===== src/rtl/conv2d_stream_engine_pkg.sv =====
// Shared types and helpers for the streaming 2-D convolution engine:
// FSM state encoding, output-dimension arithmetic and the requantise/saturate step.
package conv_pkg;

    typedef enum logic [2:0] {
        IDLE,
        MAC,
        DRAIN,
        WRITE,
        FIN
    } state_t;

    // Working width for the requantiser; wide enough for any accumulator plus shifted bias.
    localparam int SAT_W = 64;

    function automatic int out_dim(input int in_sz, input int k, input int s, input int p);
        return (in_sz + 2*p - k) / s + 1;
    endfunction

    // Adds the bias at accumulator scale, floors back to data scale and clamps to dw bits.
    function automatic logic signed [SAT_W-1:0] sat_round(
        input logic signed [SAT_W-1:0] acc,
        input logic signed [SAT_W-1:0] bias,
        input int                      frac,
        input int                      dw
    );
        logic signed [SAT_W-1:0] v;
        logic signed [SAT_W-1:0] hi;
        logic signed [SAT_W-1:0] lo;
        v  = (acc + (bias <<< frac)) >>> frac;
        hi = (64'sd1 <<< (dw - 1)) - 64'sd1;
        lo = -(64'sd1 <<< (dw - 1));
        if (v > hi) begin
            v = hi;
        end else if (v < lo) begin
            v = lo;
        end
        return v;
    endfunction

endpackage


===== src/rtl/conv2d_stream_engine_addr_gen.sv =====
// Loop-nest counters (oy, ox, co outer; ci, ky, kx inner) and the zero-padding bounds check.
// Addresses are raw; the top gates them with the matching strobes.
module conv_addr_gen
    import conv_pkg::*;
#(
    parameter int IN_WIDTH    = 28,
    parameter int IN_HEIGHT   = 28,
    parameter int IN_CHANNEL  = 1,
    parameter int OUT_CHANNEL = 4,
    parameter int KER_WIDTH   = 3,
    parameter int KER_HEIGHT  = 3,
    parameter int STRIDE      = 1,
    parameter int PAD         = 0,
    parameter int ADR_WIDTH   = 16
) (
    input  logic                 clk,
    input  logic                 rst_n,
    input  logic                 i_clr,
    input  logic                 i_tap_step,
    input  logic                 i_pix_step,
    output logic [ADR_WIDTH-1:0] o_in_adr,
    output logic [ADR_WIDTH-1:0] o_ker_adr,
    output logic [ADR_WIDTH-1:0] o_bias_adr,
    output logic [ADR_WIDTH-1:0] o_out_adr,
    output logic                 o_tap_valid,
    output logic                 o_first_tap,
    output logic                 o_last_tap,
    output logic                 o_last_pix
);

    localparam int OUT_W = out_dim(IN_WIDTH,  KER_WIDTH,  STRIDE, PAD);
    localparam int OUT_H = out_dim(IN_HEIGHT, KER_HEIGHT, STRIDE, PAD);
    localparam int CW    = 16;

    localparam logic [CW-1:0] ONE    = CW'(1);
    localparam logic [CW-1:0] KX_MAX = CW'(KER_WIDTH - 1);
    localparam logic [CW-1:0] KY_MAX = CW'(KER_HEIGHT - 1);
    localparam logic [CW-1:0] CI_MAX = CW'(IN_CHANNEL - 1);
    localparam logic [CW-1:0] CO_MAX = CW'(OUT_CHANNEL - 1);
    localparam logic [CW-1:0] OX_MAX = CW'(OUT_W - 1);
    localparam logic [CW-1:0] OY_MAX = CW'(OUT_H - 1);

    logic [CW-1:0] r_oy, r_ox, r_co, r_ci, r_ky, r_kx;
    logic signed [31:0] w_iy, w_ix, w_in_lin, w_ker_lin, w_out_lin;

    always_ff @(posedge clk or negedge rst_n) begin
        if (!rst_n) begin
            r_oy <= '0;
            r_ox <= '0;
            r_co <= '0;
            r_ci <= '0;
            r_ky <= '0;
            r_kx <= '0;
        end else if (i_clr) begin
            r_oy <= '0;
            r_ox <= '0;
            r_co <= '0;
            r_ci <= '0;
            r_ky <= '0;
            r_kx <= '0;
        end else begin
            // Tap counters wrap by themselves after the last tap, ready for the next pixel.
            if (i_tap_step) begin
                if (r_kx == KX_MAX) begin
                    r_kx <= '0;
                    if (r_ky == KY_MAX) begin
                        r_ky <= '0;
                        r_ci <= (r_ci == CI_MAX) ? '0 : r_ci + ONE;
                    end else begin
                        r_ky <= r_ky + ONE;
                    end
                end else begin
                    r_kx <= r_kx + ONE;
                end
            end
            if (i_pix_step) begin
                if (r_co == CO_MAX) begin
                    r_co <= '0;
                    if (r_ox == OX_MAX) begin
                        r_ox <= '0;
                        r_oy <= (r_oy == OY_MAX) ? '0 : r_oy + ONE;
                    end else begin
                        r_ox <= r_ox + ONE;
                    end
                end else begin
                    r_co <= r_co + ONE;
                end
            end
        end
    end

    always_comb begin
        w_iy      = $signed(32'(r_oy)) * STRIDE + $signed(32'(r_ky)) - PAD;
        w_ix      = $signed(32'(r_ox)) * STRIDE + $signed(32'(r_kx)) - PAD;
        w_in_lin  = (w_iy * IN_WIDTH + w_ix) * IN_CHANNEL + $signed(32'(r_ci));
        w_ker_lin = (($signed(32'(r_co)) * IN_CHANNEL + $signed(32'(r_ci))) * KER_HEIGHT
                    + $signed(32'(r_ky))) * KER_WIDTH + $signed(32'(r_kx));
        w_out_lin = ($signed(32'(r_oy)) * OUT_W + $signed(32'(r_ox))) * OUT_CHANNEL
                    + $signed(32'(r_co));
    end

    assign o_tap_valid = (w_iy >= 0) && (w_iy < IN_HEIGHT) && (w_ix >= 0) && (w_ix < IN_WIDTH);
    assign o_first_tap = (r_ci == '0) && (r_ky == '0) && (r_kx == '0);
    assign o_last_tap  = (r_ci == CI_MAX) && (r_ky == KY_MAX) && (r_kx == KX_MAX);
    assign o_last_pix  = (r_co == CO_MAX) && (r_ox == OX_MAX) && (r_oy == OY_MAX);

    assign o_in_adr   = ADR_WIDTH'(w_in_lin);
    assign o_ker_adr  = ADR_WIDTH'(w_ker_lin);
    assign o_bias_adr = ADR_WIDTH'(r_co);
    assign o_out_adr  = ADR_WIDTH'(w_out_lin);

endmodule


===== src/rtl/conv2d_stream_engine.sv =====
// Streaming 2-D convolution layer engine: FSM, one-cycle read alignment, wide MAC,
// bias/requantise/saturate and optional ReLU on the write path.
module conv2d_stream_engine
    import conv_pkg::*;
#(
    parameter int DATA_WIDTH  = 16,
    parameter int FRAC_BITS   = 8,
    parameter int IN_WIDTH    = 28,
    parameter int IN_HEIGHT   = 28,
    parameter int IN_CHANNEL  = 1,
    parameter int OUT_CHANNEL = 4,
    parameter int KER_WIDTH   = 3,
    parameter int KER_HEIGHT  = 3,
    parameter int STRIDE      = 1,
    parameter int PAD         = 0,
    parameter int ADR_WIDTH   = 16,
    parameter int ACC_WIDTH   = 2*DATA_WIDTH+8
) (
    input  logic                  clk,
    input  logic                  rst_n,
    input  logic                  i_start,
    input  logic                  i_relu_en,
    output logic                  o_busy,
    output logic                  o_done,
    output logic                  o_in_rd,
    output logic [ADR_WIDTH-1:0]  o_in_adr,
    input  logic [DATA_WIDTH-1:0] i_in_data,
    output logic                  o_ker_rd,
    output logic [ADR_WIDTH-1:0]  o_ker_adr,
    input  logic [DATA_WIDTH-1:0] i_ker_data,
    output logic [ADR_WIDTH-1:0]  o_bias_adr,
    input  logic [DATA_WIDTH-1:0] i_bias_data,
    output logic                  o_out_wr,
    output logic [ADR_WIDTH-1:0]  o_out_adr,
    output logic [DATA_WIDTH-1:0] o_out_data
);

    state_t r_state, w_state_nxt;
    logic   w_clr, w_tap_step, w_pix_step;
    logic   w_tap_valid, w_first_tap, w_last_tap, w_last_pix;
    logic   w_mac, w_in_rd, w_write;
    logic   r_relu;
    logic [ADR_WIDTH-1:0] w_in_adr, w_ker_adr, w_bias_adr, w_out_adr;

    logic                           r_vld_p1, r_pix_ok_p1, r_first_p1;
    logic signed [DATA_WIDTH-1:0]   w_pix_p1, w_wgt_p1, w_bias;
    logic signed [2*DATA_WIDTH-1:0] w_prod_p1;
    logic signed [ACC_WIDTH-1:0]    w_acc_base, r_acc;
    logic signed [SAT_W-1:0]        w_sat, w_res;

    conv_addr_gen #(
        .IN_WIDTH    (IN_WIDTH),
        .IN_HEIGHT   (IN_HEIGHT),
        .IN_CHANNEL  (IN_CHANNEL),
        .OUT_CHANNEL (OUT_CHANNEL),
        .KER_WIDTH   (KER_WIDTH),
        .KER_HEIGHT  (KER_HEIGHT),
        .STRIDE      (STRIDE),
        .PAD         (PAD),
        .ADR_WIDTH   (ADR_WIDTH)
    ) u_addr (
        .clk         (clk),
        .rst_n       (rst_n),
        .i_clr       (w_clr),
        .i_tap_step  (w_tap_step),
        .i_pix_step  (w_pix_step),
        .o_in_adr    (w_in_adr),
        .o_ker_adr   (w_ker_adr),
        .o_bias_adr  (w_bias_adr),
        .o_out_adr   (w_out_adr),
        .o_tap_valid (w_tap_valid),
        .o_first_tap (w_first_tap),
        .o_last_tap  (w_last_tap),
        .o_last_pix  (w_last_pix)
    );

    always_ff @(posedge clk or negedge rst_n) begin
        if (!rst_n) begin
            r_state <= IDLE;
            r_relu  <= 1'b0;
        end else begin
            r_state <= w_state_nxt;
            if ((r_state == IDLE) && i_start) begin
                r_relu <= i_relu_en;
            end
        end
    end

    always_comb begin
        w_state_nxt = r_state;
        w_clr       = 1'b0;
        w_tap_step  = 1'b0;
        w_pix_step  = 1'b0;
        case (r_state)
            IDLE: begin
                if (i_start) begin
                    w_state_nxt = MAC;
                    w_clr       = 1'b1;
                end
            end
            MAC: begin
                w_tap_step = 1'b1;
                if (w_last_tap) begin
                    w_state_nxt = DRAIN;
                end
            end
            DRAIN: w_state_nxt = WRITE;
            WRITE: begin
                w_pix_step  = 1'b1;
                w_state_nxt = w_last_pix ? FIN : MAC;
            end
            FIN:     w_state_nxt = IDLE;
            default: w_state_nxt = IDLE;
        endcase
    end

    assign w_mac   = (r_state == MAC);
    assign w_write = (r_state == WRITE);
    // Padded taps never touch the input RAM; the weight is still fetched to keep the cadence.
    assign w_in_rd = w_mac && w_tap_valid;

    assign o_busy     = (r_state != IDLE);
    assign o_done     = (r_state == FIN);
    assign o_in_rd    = w_in_rd;
    assign o_in_adr   = w_in_rd ? w_in_adr : '0;
    assign o_ker_rd   = w_mac;
    assign o_ker_adr  = w_mac ? w_ker_adr : '0;
    assign o_bias_adr = w_bias_adr;
    assign o_out_wr   = w_write;
    assign o_out_adr  = w_write ? w_out_adr : '0;

    // ---- stage p0 -> p1: memory data returns one cycle after the tap was issued
    always_ff @(posedge clk or negedge rst_n) begin
        if (!rst_n) begin
            r_vld_p1    <= 1'b0;
            r_pix_ok_p1 <= 1'b0;
            r_first_p1  <= 1'b0;
            r_acc       <= '0;
        end else begin
            r_vld_p1    <= w_mac;
            r_pix_ok_p1 <= w_in_rd;
            r_first_p1  <= w_mac && w_first_tap;
            if (r_vld_p1) begin
                r_acc <= w_acc_base + ACC_WIDTH'(w_prod_p1);
            end
        end
    end

    assign w_pix_p1   = r_pix_ok_p1 ? i_in_data : '0;
    assign w_wgt_p1   = i_ker_data;
    assign w_prod_p1  = w_pix_p1 * w_wgt_p1;
    assign w_acc_base = r_first_p1 ? '0 : r_acc;

    // ---- write stage: bias, requantise, saturate, ReLU
    assign w_bias     = i_bias_data;
    assign w_sat      = sat_round(SAT_W'(r_acc), SAT_W'(w_bias), FRAC_BITS, DATA_WIDTH);
    assign w_res      = (r_relu && w_sat[SAT_W-1]) ? '0 : w_sat;
    assign o_out_data = w_write ? w_res[DATA_WIDTH-1:0] : '0;

endmodule


===== config.mk =====
export PLATFORM = sky130hd
export DESIGN_NAME = conv2d_stream_engine
export DESIGN_NICKNAME = d
export VERILOG_FILES = /design/src/rtl/conv2d_stream_engine_pkg.sv /design/src/rtl/conv2d_stream_engine_addr_gen.sv /design/src/rtl/conv2d_stream_engine.sv
export SDC_FILE = /design/constraint.sdc
export NUM_CORES = 2
export LEC_CHECK = 0
export ABC_AREA = 1
export BUFFER_PORTS_ARGS = -buffer_cell sky130_fd_sc_hd__buf_2
export CORE_UTILIZATION = 55
export DETAILED_ROUTE_END_ITERATION = 16
export GPL_TIMING_DRIVEN = 0
export HOLD_SLACK_MARGIN = 0.15
export PLACE_DENSITY = 0.75
export SYNTH_ARGS = -nofsm -noshare
export SYNTH_HDL_FRONTEND = slang
export SYNTH_HIERARCHICAL = 1
export SYNTH_SLANG_ARGS = --single-unit

===== constraint.sdc =====
create_clock -name clk -period 14.5 [get_ports clk]
set_input_delay 2.9 -clock clk [delete_from_list [all_inputs] [get_ports clk]]
set_output_delay 2.9 -clock clk [all_outputs]
set_load 0.01 [all_outputs]

==> flow_summary.toml <==
[synthesis]
synth_ff_type = "dfrtp_1"
synth_top_area_cell = "fa_1"
yosysSeqAreaShare_pct = 11.6
async_reset_ff_share_pct = 100
synth_cell_type_count = 61
synth-edff-count = 0
synth_seq_cells = 143
syn_avg_cell_area_um2 = 7.33
postSynthCellCount = 4205
synth.top_cell.area_share_pct = 25.8
ys_warn_count = 6
synth_area_leaders = "fa_1 (26%), ha_1 (13%), dfrtp_1 (12%), inv_1 (12%), nand2_1 (9.1%)"
syn_area_mm2 = 0.0308
syn-num-nets = 4979

[floorplanning]
core_area_mm2 = 0.0552
die_area_mm2 = 0.0570
start_util_pct = 55.9
rows = 86
die_x_um = 239
ios = 137
die_h_um = 239

[setup_path]
crit_path_top_delay_cell = "xor2_1"
cp_num_buf_inv = 7
cp_top_family = "adder cells"
cpMostUsedCell = "inv_1"
required_ns = 11.60
worstSetupStartpointType = "register"
crit_fanout = 9
cpPeakStageDelay_ns = 0.64
crit_path_end_kind = "output pin"
cp.arrival_ns = 7.03
crit_type = "register to output pin"

[placement]
io_buffers = 132
place_area_mm2 = 0.0325
post-place-ws_ns = 4.32
gp_congestion = 0.998
dp_hpwl_um = 75900
dpl.cell_count = 5087

[global_route]
grt_max_degree = 88
track_usage_pct = 32.2
grt_pass1_vias = 27600
grt_pass1_wl_um = 143000
grt_antenna_before_repair = 0
grt_overflow_total = 0

[final_layout]
fin_area_mm2 = 0.0331
diodes = 0
multi_input_area_mm2 = 0.0234
area_delta_synth_final_pct = 7.38
layoutNonFillerInstCount = 5119
seq_area_mm2 = 0.00358
final_nets = 5132
drive_gt1_share_pct = 6.15
fillCellCount = 5170

[clock_tree]
cts_buffer_depth = 2
clkTransAtPathRegs_ns = 0.08
cts-root-buf = "clkbuf_16"
cts_sinks = 143
cts_setup_buffers = 0
cts_inserted_buffers = 17
cts_resized = 0
htreeDepth = 4
clk_latency_ns = 0.46
cts_tree = "built"
postCtsHoldBufs = 0

[drt]
vias = 28100
drt-vias-per-instance = 5.49
first_pass_iters = 8
route.detailed.drc = 0
post_drt_wl_per_cell_um = 17.5
drtIter0Drc = 2008
detail-route-antenna-nets = 0
drt_wl_total_um = 89400

[power_and_ir_drop]
power_density_mw_per_mm2 = 237
power.total_mw = 7.85
p_leak_nw = 17.9
max-vdd-ir-drop_uv = 769

[min_path]
hold_class = "register to register"

[sta]
max_slew_margin_pct = 16.5
worstMarginPinSlew_ns = 1.25
max_freq_mhz = 101
fin_crit_sh_pct = 68.5
hold_viol = 0
setup_tns_ns = 0
fin_ws_ns = 4.57
skew_ns = 0.0223
finalWorstPathRequiredPeriod_ns = 9.93
slew_viol_final = 0
setup_viol = 0
rsz0062_at_grt = "no"

[job]
maxCapViolCount = 0

[outcome]
status = "completed"
[registers in the layout (all words and copies together), names as in the netlist, 3 cells and up]
register	count
r_acc	40
u_addr/r_ox	16
u_addr/r_ky	16
r_state	3
u_addr/r_kx	16
u_addr/r_oy	16
u_addr/o_bias_adr	16
u_addr/r_ci	16
[layer usage]
layer	wire length [µm]	track usage, %
met1	35800	40.1
met4	4220	14.3
met3	6170	4.05
met5	0	0
met2	43200	55.9
[final cells by class]
cell class                      instances  area share (%)
Multi-Input combinational cell       3033            70.5
Inverter                              976            11.1
Sequential cell                       143            10.8
Tap cell                              748            2.83
Timing Repair Buffer                  134            2.18
Clock buffer                           17            1.29
Buffer                                 53           0.714
Clock inverter                         15           0.563
[cell usage after synthesis (11+ instances only)]
master and number:
o21ai_1 21, nand3b_1 11, nor2_2 11, nand4_1 52, nor3_1 58, nand3_1 163
inv_1 951, xor2_1 100, o21a_1 11, nor4_1 20, nand2_1 751, a21oi_1 267
nand2_2 22, dfrtp_1 143, nor2_1 446, fa_1 397, o21bai_1 26, ha_1 325
clkinv_1 14, o21ai_0 163, xnor2_1 57, o22ai_1 11, a31oi_1 18, clkbuf_1 40
[power by group]
group / switching, mW / internal (mW) / total [mW] / leakage, nW
combinational: 4.16 / 2.60 / 6.76 / 15.9
clock: 0.227 / 0.234 / 0.462 / 0.297
sequential: 0.147 / 0.477 / 0.624 / 1.67
[through the flow]
step,hold slack [ns],util [%]
after floorplan,0.453,-
after global placement,0.474,58.7
after detailed placement,0.481,58.9
after CTS,0.500,60.0
after global routing,0.516,60.0
final,0.494,60.0
[cell families after synthesis]
logic type / Yosys count / share of synthesized area [%]
and+or+nand+nor: 1578 / 21.9
xor gates and xnor gates: 158 / 4.51
buffers and inverters: 1029 / 12.7
adders and majority gates: 722 / 39.0
AOI/OAI and AO/OA: 575 / 10.4
DFF: 143 / 11.6
[path summary, 6_finish.rpt]
check	slack, ns	end	depth (start not counted)	start
min in group asynchronous	2.39	r_acc[4]	1	rst_n
min	0.49	r_acc[6]	2	r_acc[6]
min reg2reg	0.49	r_acc[6]	2	r_acc[6]
max in group asynchronous	11.23	u_addr/r_ky[2]	2	rst_n
max	4.57	o_in_adr[15]	30	u_addr/r_oy[0]
max reg2reg	6.58	r_acc[37]	24	r_pix_ok_p1
[layout by cell type (no fill, tap or decap), types with 40 or more instances in the layout]
master and n:
a21oi_1 267, buf_2 137, clkbuf_1 40, dfrtp_1 143, fa_1 396, ha_1 325
inv_1 951, nand2_1 751, nand3_1 163, nand4_1 52, nor2_1 445, nor3_1 58
o21ai_0 163, xnor2_1 57, xor2_1 100
[worst min-delay path, cell delays in order, from the launching register on]
cell and delay, ns:
dfrtp_1 0.35, nand2_1 0.05, o21ai_0 0.06
(Power assumes the default switching activity.)
